$ cat src/rtl/wb_ram_dual_arbiter_pkg.sv
// Shared definitions for the dual-master Wishbone RAM arbiter.
// WB_RAM_ARB_BURST_EN adds the BURST state and the cycle-type constants.
package wb_ram_dual_arbiter_pkg;

`ifdef WB_RAM_ARB_BURST_EN
  typedef enum logic [1:0] {
    ST_IDLE  = 2'd0,
    ST_ADDR  = 2'd1,
    ST_ACK   = 2'd2,
    ST_BURST = 2'd3
  } state_t;

  localparam logic [2:0] CTI_CLASSIC = 3'b000;
  localparam logic [2:0] CTI_INCR    = 3'b010;
  localparam logic [2:0] CTI_END     = 3'b111;
`else
  typedef enum logic [1:0] {
    ST_IDLE = 2'd0,
    ST_ADDR = 2'd1,
    ST_ACK  = 2'd2
  } state_t;
`endif

  // Word-address width for a RAM of the given depth (at least one bit).
  function automatic int addr_w(input int depth);
    return (depth <= 2) ? 1 : $clog2(depth);
  endfunction

endpackage

$ cat src/rtl/wb_ram_rr_arbiter.sv
// Two-way round-robin arbiter: on a tie the master that did not win last time
// is granted. Purely combinational; the caller holds last_grant.
module wb_ram_rr_arbiter (
  input  logic [1:0] req_i,
  input  logic       last_grant_i,
  output logic [1:0] grant_o
);

  // One-hot grant; a lone requester always wins, ties go away from last_grant
  always_comb begin
    grant_o = 2'b00;
    case (req_i)
      2'b01:   grant_o = 2'b01;
      2'b10:   grant_o = 2'b10;
      2'b11:   grant_o = last_grant_i ? 2'b01 : 2'b10;
      default: grant_o = 2'b00;
    endcase
  end

endmodule

$ cat src/rtl/wb_ram_dual_arbiter.sv
// Two Wishbone B4 classic slave ports sharing one word RAM with byte-enable
// writes and a one-cycle registered read. Every single transfer takes
// IDLE -> ADDR -> ACK and is re-arbitrated round-robin.
// Optional: define WB_RAM_ARB_BURST_EN for incrementing bursts (cti=010).
module wb_ram_dual_arbiter
  import wb_ram_dual_arbiter_pkg::*;
#(
  parameter  int depth = 256,
  localparam int AW    = addr_w(depth)
) (
  input  logic          wb_clk_i,
  input  logic          wb_rst_i,
  input  logic [31:0]   wbs0_adr_i,
  input  logic [31:0]   wbs0_dat_i,
  input  logic [3:0]    wbs0_sel_i,
  input  logic          wbs0_we_i,
  input  logic          wbs0_cyc_i,
  input  logic          wbs0_stb_i,
  input  logic [2:0]    wbs0_cti_i,
  output logic [31:0]   wbs0_dat_o,
  output logic          wbs0_ack_o,
  input  logic [31:0]   wbs1_adr_i,
  input  logic [31:0]   wbs1_dat_i,
  input  logic [3:0]    wbs1_sel_i,
  input  logic          wbs1_we_i,
  input  logic          wbs1_cyc_i,
  input  logic          wbs1_stb_i,
  input  logic [2:0]    wbs1_cti_i,
  output logic [31:0]   wbs1_dat_o,
  output logic          wbs1_ack_o,
  output logic [3:0]    ram_we_o,
  output logic [31:0]   ram_din_o,
  output logic [AW-1:0] ram_waddr_o,
  output logic [AW-1:0] ram_raddr_o,
  input  logic [31:0]   ram_dout_i
);

  logic [1:0]    req;
  logic [1:0]    arb_grant;
  logic [AW-1:0] word0, word1;

  state_t        state_q, state_d;
  logic          gnt_q, gnt_d;             // index of the master owning the RAM
  logic          last_grant_q, last_grant_d;
  logic [AW-1:0] waddr_q, waddr_d;
  logic [AW-1:0] raddr_q, raddr_d;
  logic [31:0]   din_q, din_d;

  logic          req_g, we_g;
  logic [3:0]    sel_g;
  logic [31:0]   dat_g;

  logic [3:0]    we_c;
  logic [31:0]   din_c;
  logic [AW-1:0] waddr_c, raddr_c;
  logic          ack_c;

  // Address LSBs and bits above the RAM window are ignored (addresses wrap)
  logic unused_bits;
  assign unused_bits = ^{wbs0_adr_i[31:AW+2], wbs0_adr_i[1:0],
                         wbs1_adr_i[31:AW+2], wbs1_adr_i[1:0],
                         wbs0_cti_i, wbs1_cti_i};

  assign req   = {wbs1_cyc_i & wbs1_stb_i, wbs0_cyc_i & wbs0_stb_i};
  assign word0 = wbs0_adr_i[AW+1:2];
  assign word1 = wbs1_adr_i[AW+1:2];

  wb_ram_rr_arbiter u_arb (
    .req_i        (req),
    .last_grant_i (last_grant_q),
    .grant_o      (arb_grant)
  );

`ifdef WB_RAM_ARB_BURST_EN
  logic [AW-1:0] cur_q, cur_d;             // word of the current burst beat
  logic [2:0]    cti_g;

  function automatic logic [AW-1:0] next_word(input logic [AW-1:0] w);
    if (w == AW'(depth - 1)) return '0;
    return w + 1'b1;
  endfunction
`endif

  // Bus signals of whichever master currently owns the RAM
  always_comb begin
    req_g = gnt_q ? req[1]     : req[0];
    we_g  = gnt_q ? wbs1_we_i  : wbs0_we_i;
    sel_g = gnt_q ? wbs1_sel_i : wbs0_sel_i;
    dat_g = gnt_q ? wbs1_dat_i : wbs0_dat_i;
`ifdef WB_RAM_ARB_BURST_EN
    cti_g = gnt_q ? wbs1_cti_i : wbs0_cti_i;
`endif
  end

  // Next state and RAM/ack strobes; RAM ports hold their last value by default
  always_comb begin
    state_d      = state_q;
    gnt_d        = gnt_q;
    last_grant_d = last_grant_q;
    waddr_d      = waddr_q;
    raddr_d      = raddr_q;
    din_d        = din_q;
    we_c         = 4'h0;
    din_c        = din_q;
    waddr_c      = waddr_q;
    raddr_c      = raddr_q;
    ack_c        = 1'b0;
`ifdef WB_RAM_ARB_BURST_EN
    cur_d        = cur_q;
`endif
    case (state_q)
      ST_IDLE: begin
        if (|arb_grant) begin
          gnt_d   = ~arb_grant[0];
          waddr_d = arb_grant[0] ? word0 : word1;
          raddr_d = arb_grant[0] ? word0 : word1;
          state_d = ST_ADDR;
        end
      end
      ST_ADDR: begin
        if (!req_g) begin
          state_d = ST_IDLE;
        end else begin
          if (we_g) begin
            we_c  = sel_g;
            din_c = dat_g;
            din_d = dat_g;
          end
          state_d = ST_ACK;
        end
      end
      ST_ACK: begin
        ack_c        = req_g;
        last_grant_d = gnt_q;
        state_d      = ST_IDLE;
`ifdef WB_RAM_ARB_BURST_EN
        // Incrementing burst: prefetch the next word so it is ready next beat
        if (req_g && cti_g == CTI_INCR) begin
          raddr_c = next_word(waddr_q);
          raddr_d = next_word(waddr_q);
          cur_d   = next_word(waddr_q);
          state_d = ST_BURST;
        end
`endif
      end
`ifdef WB_RAM_ARB_BURST_EN
      ST_BURST: begin
        if (!req_g) begin
          state_d = ST_IDLE;
        end else begin
          ack_c   = 1'b1;
          waddr_c = cur_q;
          waddr_d = cur_q;
          raddr_c = next_word(cur_q);
          raddr_d = next_word(cur_q);
          cur_d   = next_word(cur_q);
          if (we_g) begin
            we_c  = sel_g;
            din_c = dat_g;
            din_d = dat_g;
          end
          if (cti_g == CTI_END || cti_g == CTI_CLASSIC) state_d = ST_IDLE;
        end
      end
`endif
      default: state_d = ST_IDLE;
    endcase
  end

  // State and held RAM port values; reset abandons any transfer in flight
  always_ff @(posedge wb_clk_i or posedge wb_rst_i) begin
    if (wb_rst_i) begin
      state_q      <= ST_IDLE;
      gnt_q        <= 1'b0;
      last_grant_q <= 1'b1;
      waddr_q      <= '0;
      raddr_q      <= '0;
      din_q        <= '0;
`ifdef WB_RAM_ARB_BURST_EN
      cur_q        <= '0;
`endif
    end else begin
      state_q      <= state_d;
      gnt_q        <= gnt_d;
      last_grant_q <= last_grant_d;
      waddr_q      <= waddr_d;
      raddr_q      <= raddr_d;
      din_q        <= din_d;
`ifdef WB_RAM_ARB_BURST_EN
      cur_q        <= cur_d;
`endif
    end
  end

  assign ram_we_o    = we_c;
  assign ram_din_o   = din_c;
  assign ram_waddr_o = waddr_c;
  assign ram_raddr_o = raddr_c;

  assign wbs0_ack_o  = ack_c & ~gnt_q;
  assign wbs1_ack_o  = ack_c &  gnt_q;
  assign wbs0_dat_o  = wbs0_ack_o ? ram_dout_i : 32'h0;
  assign wbs1_dat_o  = wbs1_ack_o ? ram_dout_i : 32'h0;

endmodule

$ cat config.mk
export PLATFORM = sky130hd
export DESIGN_NAME = wb_ram_dual_arbiter
export DESIGN_NICKNAME = d
export VERILOG_FILES = /design/src/rtl/wb_ram_dual_arbiter_pkg.sv /design/src/rtl/wb_ram_rr_arbiter.sv /design/src/rtl/wb_ram_dual_arbiter.sv
export SDC_FILE = /design/constraint.sdc
export NUM_CORES = 1
export LEC_CHECK = 0
export BUFFER_PORTS_ARGS = -buffer_cell sky130_fd_sc_hd__buf_2
export CAP_MARGIN = 20
export CORE_AREA = 2 2 118 120
export DETAILED_ROUTE_END_ITERATION = 6
export DIE_AREA = 0 0 120 122
export GPL_ROUTABILITY_DRIVEN = 0
export SLEW_MARGIN = 20
export SYNTH_ARGS = -nofsm -noshare
export SYNTH_HDL_FRONTEND = slang
export SYNTH_SLANG_ARGS = --single-unit
$ cat constraint.sdc
create_clock -name wb_clk_i -period 2 [get_ports wb_clk_i]
set_clock_uncertainty 0.15 [all_clocks]
set_input_delay 0.2 -clock wb_clk_i [delete_from_list [all_inputs] [get_ports wb_clk_i]]
set_output_delay 0.2 -clock wb_clk_i [all_outputs]
set_load 0.05 [all_outputs]
==> results.sh <==
export IMPL_routed_via_density=4.37
export IMPL_cell_at_the_root_of_the_clock_tree="sky130_fd_sc_hd__clkbuf_16"
export IMPL_run_status="complete, but fails checks"
export IMPL_seqPwrFrac_pct=23.6
export IMPL_post_route_cells_drive_above_1_share_pct=76.9
export IMPL_switching_power_mw=2.75
export IMPL_max_slew_margin_rel_pct=56.6
export IMPL_worstSetupStartpoint="gnt_q"
export IMPL_core_area_um2=13500
export IMPL_wl_per_cell_um=16.2
export IMPL_synth_compound_gate_area_share_pct=6.64
export IMPL_hold_end="ram_raddr_o[7]"
export IMPL_placedInstanceArea_um2=4420
export IMPL_final_hold_worst_slack_ps=32.9
export IMPL_place_port_buffers=245
export IMPL_starting_utilization_of_the_core_area_pct=20.5
export IMPL_synth_mux_area_share_pct=28.2
export IMPL_syn2layout_area_growth_pct=111
export IMPL_clk_pin_slew_worst_paths_ps=60
export IMPL_grt_remaining_overflow=0
export IMPL_ys_seq_area_share_pct=39.8
export IMPL_timing_setup_critical_path_class="flop to primary output"
export IMPL_max_cap_violations=0
export IMPL_htreeDepth=2
export IMPL_worst_pin_slew_ps=649
export IMPL_upper_clock_frequency_limit_mhz=403
export IMPL_hold_path_cell_count=3
export IMPL_crit_path_start_kind="flop"
export IMPL_cts_made_buffers=5
export IMPL_total_wire_length_um=11400
export IMPL_die_h_um=122
export IMPL_drtAntennaViolNets=0
export IMPL_finalSetupViolations=71
export IMPL_worstRegToRegCells=6
export IMPL_number_of_search_and_repair_iterations_in_the_first_detailed_routing_pass=4
export IMPL_fp_dieArea_um2=14600
export IMPL_yosys_area_share_simple_pct=19.8
export IMPL_vias=3073
export IMPL_p_int_mw=3.29
export IMPL_synth_lib_cells_used_distinct=26
export IMPL_timing_setup_tns_ps=-22230
export IMPL_ys_seq_elements=44
export IMPL_finalInstanceArea_um2=5850
export IMPL_drc=0
export IMPL_grt_util_all_layers_pct=14.0
export IMPL_tritoncts="yes"
export IMPL_number_of_antenna_violations_at_the_first_check_in_global_routing=0
export IMPL_final_period_minus_worst_setup_slack_ps=2480
export IMPL_rr_startpoint="gnt_q"
export IMPL_r2r_end="din_q[11]"
export IMPL_power_switching_share_pct=45.5
export IMPL_synth_net_count=440
export IMPL_failed_checks="setup timing"
export IMPL_power_density_nw_per_um2=1030
export IMPL_fillers=1237
export IMPL_dp_hpwl_um=7070
export IMPL_postSynthAreaPerCell_um2=10.7
export IMPL_comb_power_share_pct=63.1
export IMPL_timing_hold_worst_class="input pin to flop"
export IMPL_final_cell_count_no_fill=704
export IMPL_yosys_warnings=0
export IMPL_number_of_instances_in_the_synthesized_netlist=258
export IMPL_slew_viol_final=0
export IMPL_unrepaired_setup_endpoints_after_global_routing="true"
export IMPL_synth_top_family_by_area="multiplexers"
export IMPL_grt_max_degree=33
export IMPL_first_pass_grt_wire_length_um=15900
export IMPL_p_leak_nw=2.84
export IMPL_timing_critical_path_fanout_max=8
export IMPL_layout_area_seq_um2=1100
export IMPL_power_clock_fraction_pct=13.4
export IMPL_i_o_pin_total=300
export IMPL_post_place_ws_ps=-258
export IMPL_clkSinkCount=44
export IMPL_setup_reg_to_reg_worst_slack_ps=-80
export IMPL_die_w_um=120
export IMPL_critical_path_endpoint_type="primary output"
export IMPL_multiInputGateArea_um2=1780
export IMPL_critPathRequiredTime_ps=1650
export IMPL_crit_share_post_route_pct=124
export IMPL_clock_latency_ps=290
export IMPL_post_synth_fa_ha_maj_area_fraction_pct=0
export IMPL_final_hold_viol_count=0
export IMPL_antennaDiodeCount=0
export IMPL_grt_pass1_vias=3006
export IMPL_num_nets_final=705
export IMPL_clock_tree_buffer_depth=2
export IMPL_initialDrtViolationCount=69
export IMPL_max_vdd_ir_drop_mv=1.04
export IMPL_post_synth_xor_area_fraction_pct=0
export IMPL_arrival_ps=2130
export IMPL_worst_slack_ps=-480
export IMPL_min_from="wbs0_adr_i[9]"
export IMPL_dp_cells=674
export IMPL_post_synth_instance_area_um2=2770
export IMPL_core_rowCount=43
==> state kept, by name, summed over array words and instances, names as in the netlist <==
name,flops
state_q,2
last_grant_q,1
ram_raddr_o,8
gnt_q,1
din_q,32
==> critical path: stages, from the launching register on <==
cell and delay (ps):
sky130_fd_sc_hd__dfrtp_2 440, sky130_fd_sc_hd__nand3b_4 180, sky130_fd_sc_hd__a2111oi_4 340, sky130_fd_sc_hd__buf_4 220, sky130_fd_sc_hd__clkbuf_16 180, sky130_fd_sc_hd__mux2_4 320
sky130_fd_sc_hd__buf_8 150
==> cells in the mapped netlist, drive strengths merged <==
cell type,instances,share of area (%)
and3b,1,0.32
nand3,1,0.18
nor2b,4,0.90
a21oi,10,1.8
nand2,1,0.14
nand2b,1,0.23
buf,12,3.4
a22o,1,0.32
nand4,8,1.8
a211oi,1,0.27
mux2,65,26
nand3b,2,0.99
dfrtp,43,39
a31oi,8,1.8
clkbuf,14,1.9
dfstp,1,0.95
inv,2,0.27
a2111oi,1,0.99
mux2i,5,1.8
and2,65,15
o21ai,8,1.4
nor2,4,0.54
==> per-stage QoR <==
step	total power, mW	util [%]
floorplan	3.84	-
global placement	4.45	32.7
detailed placement	4.48	32.7
CTS	5.98	41.1
global route	6.31	43.3
finish	6.04	43.3
==> cell families (layout without fill, tap and decap cells) <==
logic type / Yosys count / after routing
mux: 70 / 70
compound gates: 29 / 29
buf+inv: 28 / 294
flops: 44 / 44
simple gates: 87 / 87
==> power by group through the flow <==
stage / registers (mW) / logic, mW / clock network (mW)
floorplan: 1.53 / 2.31 / 0
global route: 1.47 / 3.98 / 0.861
global placement: 1.42 / 3.04 / 0
detailed placement: 1.42 / 3.06 / 0
finish: 1.42 / 3.81 / 0.807
CTS: 1.43 / 3.72 / 0.835
==> routing by layer <==
| metal | part of all wire, % | global-route usage (%) | vias to the layer above | wire length, um |
|---|---|---|---|---|
| met2 | 53 | 25.8 | 176 | 6050 |
| met1 | 39 | 16.4 | 1463 | 4440 |
| met4 | 0.76 | 3.16 | 0 | 86 |
| li1 | - | - | 1426 | - |
| met3 | 7.1 | 3.18 | 8 | 811 |
| met5 | 0 | 0 | - | 0 |
==> cell type report <==
| class | count | area share, % |
|---|---|---|
| clock buffer | 7 | 2.27 |
| clock inverter | 1 | 0.0855 |
| inverter | 2 | 0.128 |
| multi-input combinational | 186 | 30.4 |
| sequential | 44 | 18.9 |
| tap | 180 | 3.85 |
| timing repair buffer | 284 | 44.4 |
==> cells in the final DEF (no fill, tap or decap), types with 2 or more instances in the layout <==
master,n
sky130_fd_sc_hd__dfrtp_1,42
sky130_fd_sc_hd__o21ai_0,8
sky130_fd_sc_hd__clkbuf_16,8
sky130_fd_sc_hd__buf_6,66
sky130_fd_sc_hd__and2_1,29
sky130_fd_sc_hd__buf_8,37
sky130_fd_sc_hd__mux2i_1,5
sky130_fd_sc_hd__buf_16,6
sky130_fd_sc_hd__and2_2,2
sky130_fd_sc_hd__buf_4,17
sky130_fd_sc_hd__a31oi_1,8
sky130_fd_sc_hd__a21oi_1,10
sky130_fd_sc_hd__clkbuf_1,2
sky130_fd_sc_hd__mux2_2,33
sky130_fd_sc_hd__buf_2,143
sky130_fd_sc_hd__nor2_4,2
sky130_fd_sc_hd__buf_12,10
sky130_fd_sc_hd__nor2b_4,4
sky130_fd_sc_hd__nand4_1,8
sky130_fd_sc_hd__nor2_1,2
sky130_fd_sc_hd__and2_4,34
sky130_fd_sc_hd__mux2_4,32
==> how the worst max path moves through the flow <==
| stage | cells past startpoint | slack [ps] | endpoint |
|---|---|---|---|
| after floorplan | 4 | -250 | ram_we_o[0] |
| after global placement | 5 | -230 | ram_din_o[25] |
| after detailed placement | 5 | -260 | ram_din_o[25] |
| after CTS | 6 | -480 | ram_din_o[24] |
| after global routing | 6 | -590 | ram_din_o[11] |
| final | 6 | -480 | ram_din_o[11] |
==> timing repair <==
item / in CTS / in global routing
setup buffers: 8 / 6
cloned: 6 / 3
pin swaps: 3 / 11
endpoints found under the hold margin: 27 / 0
setup endpoints to repair: 102 / 122
gates resized for setup: 240 / 62
hold buffers: 1 / 0
(Power assumes the default switching activity.)
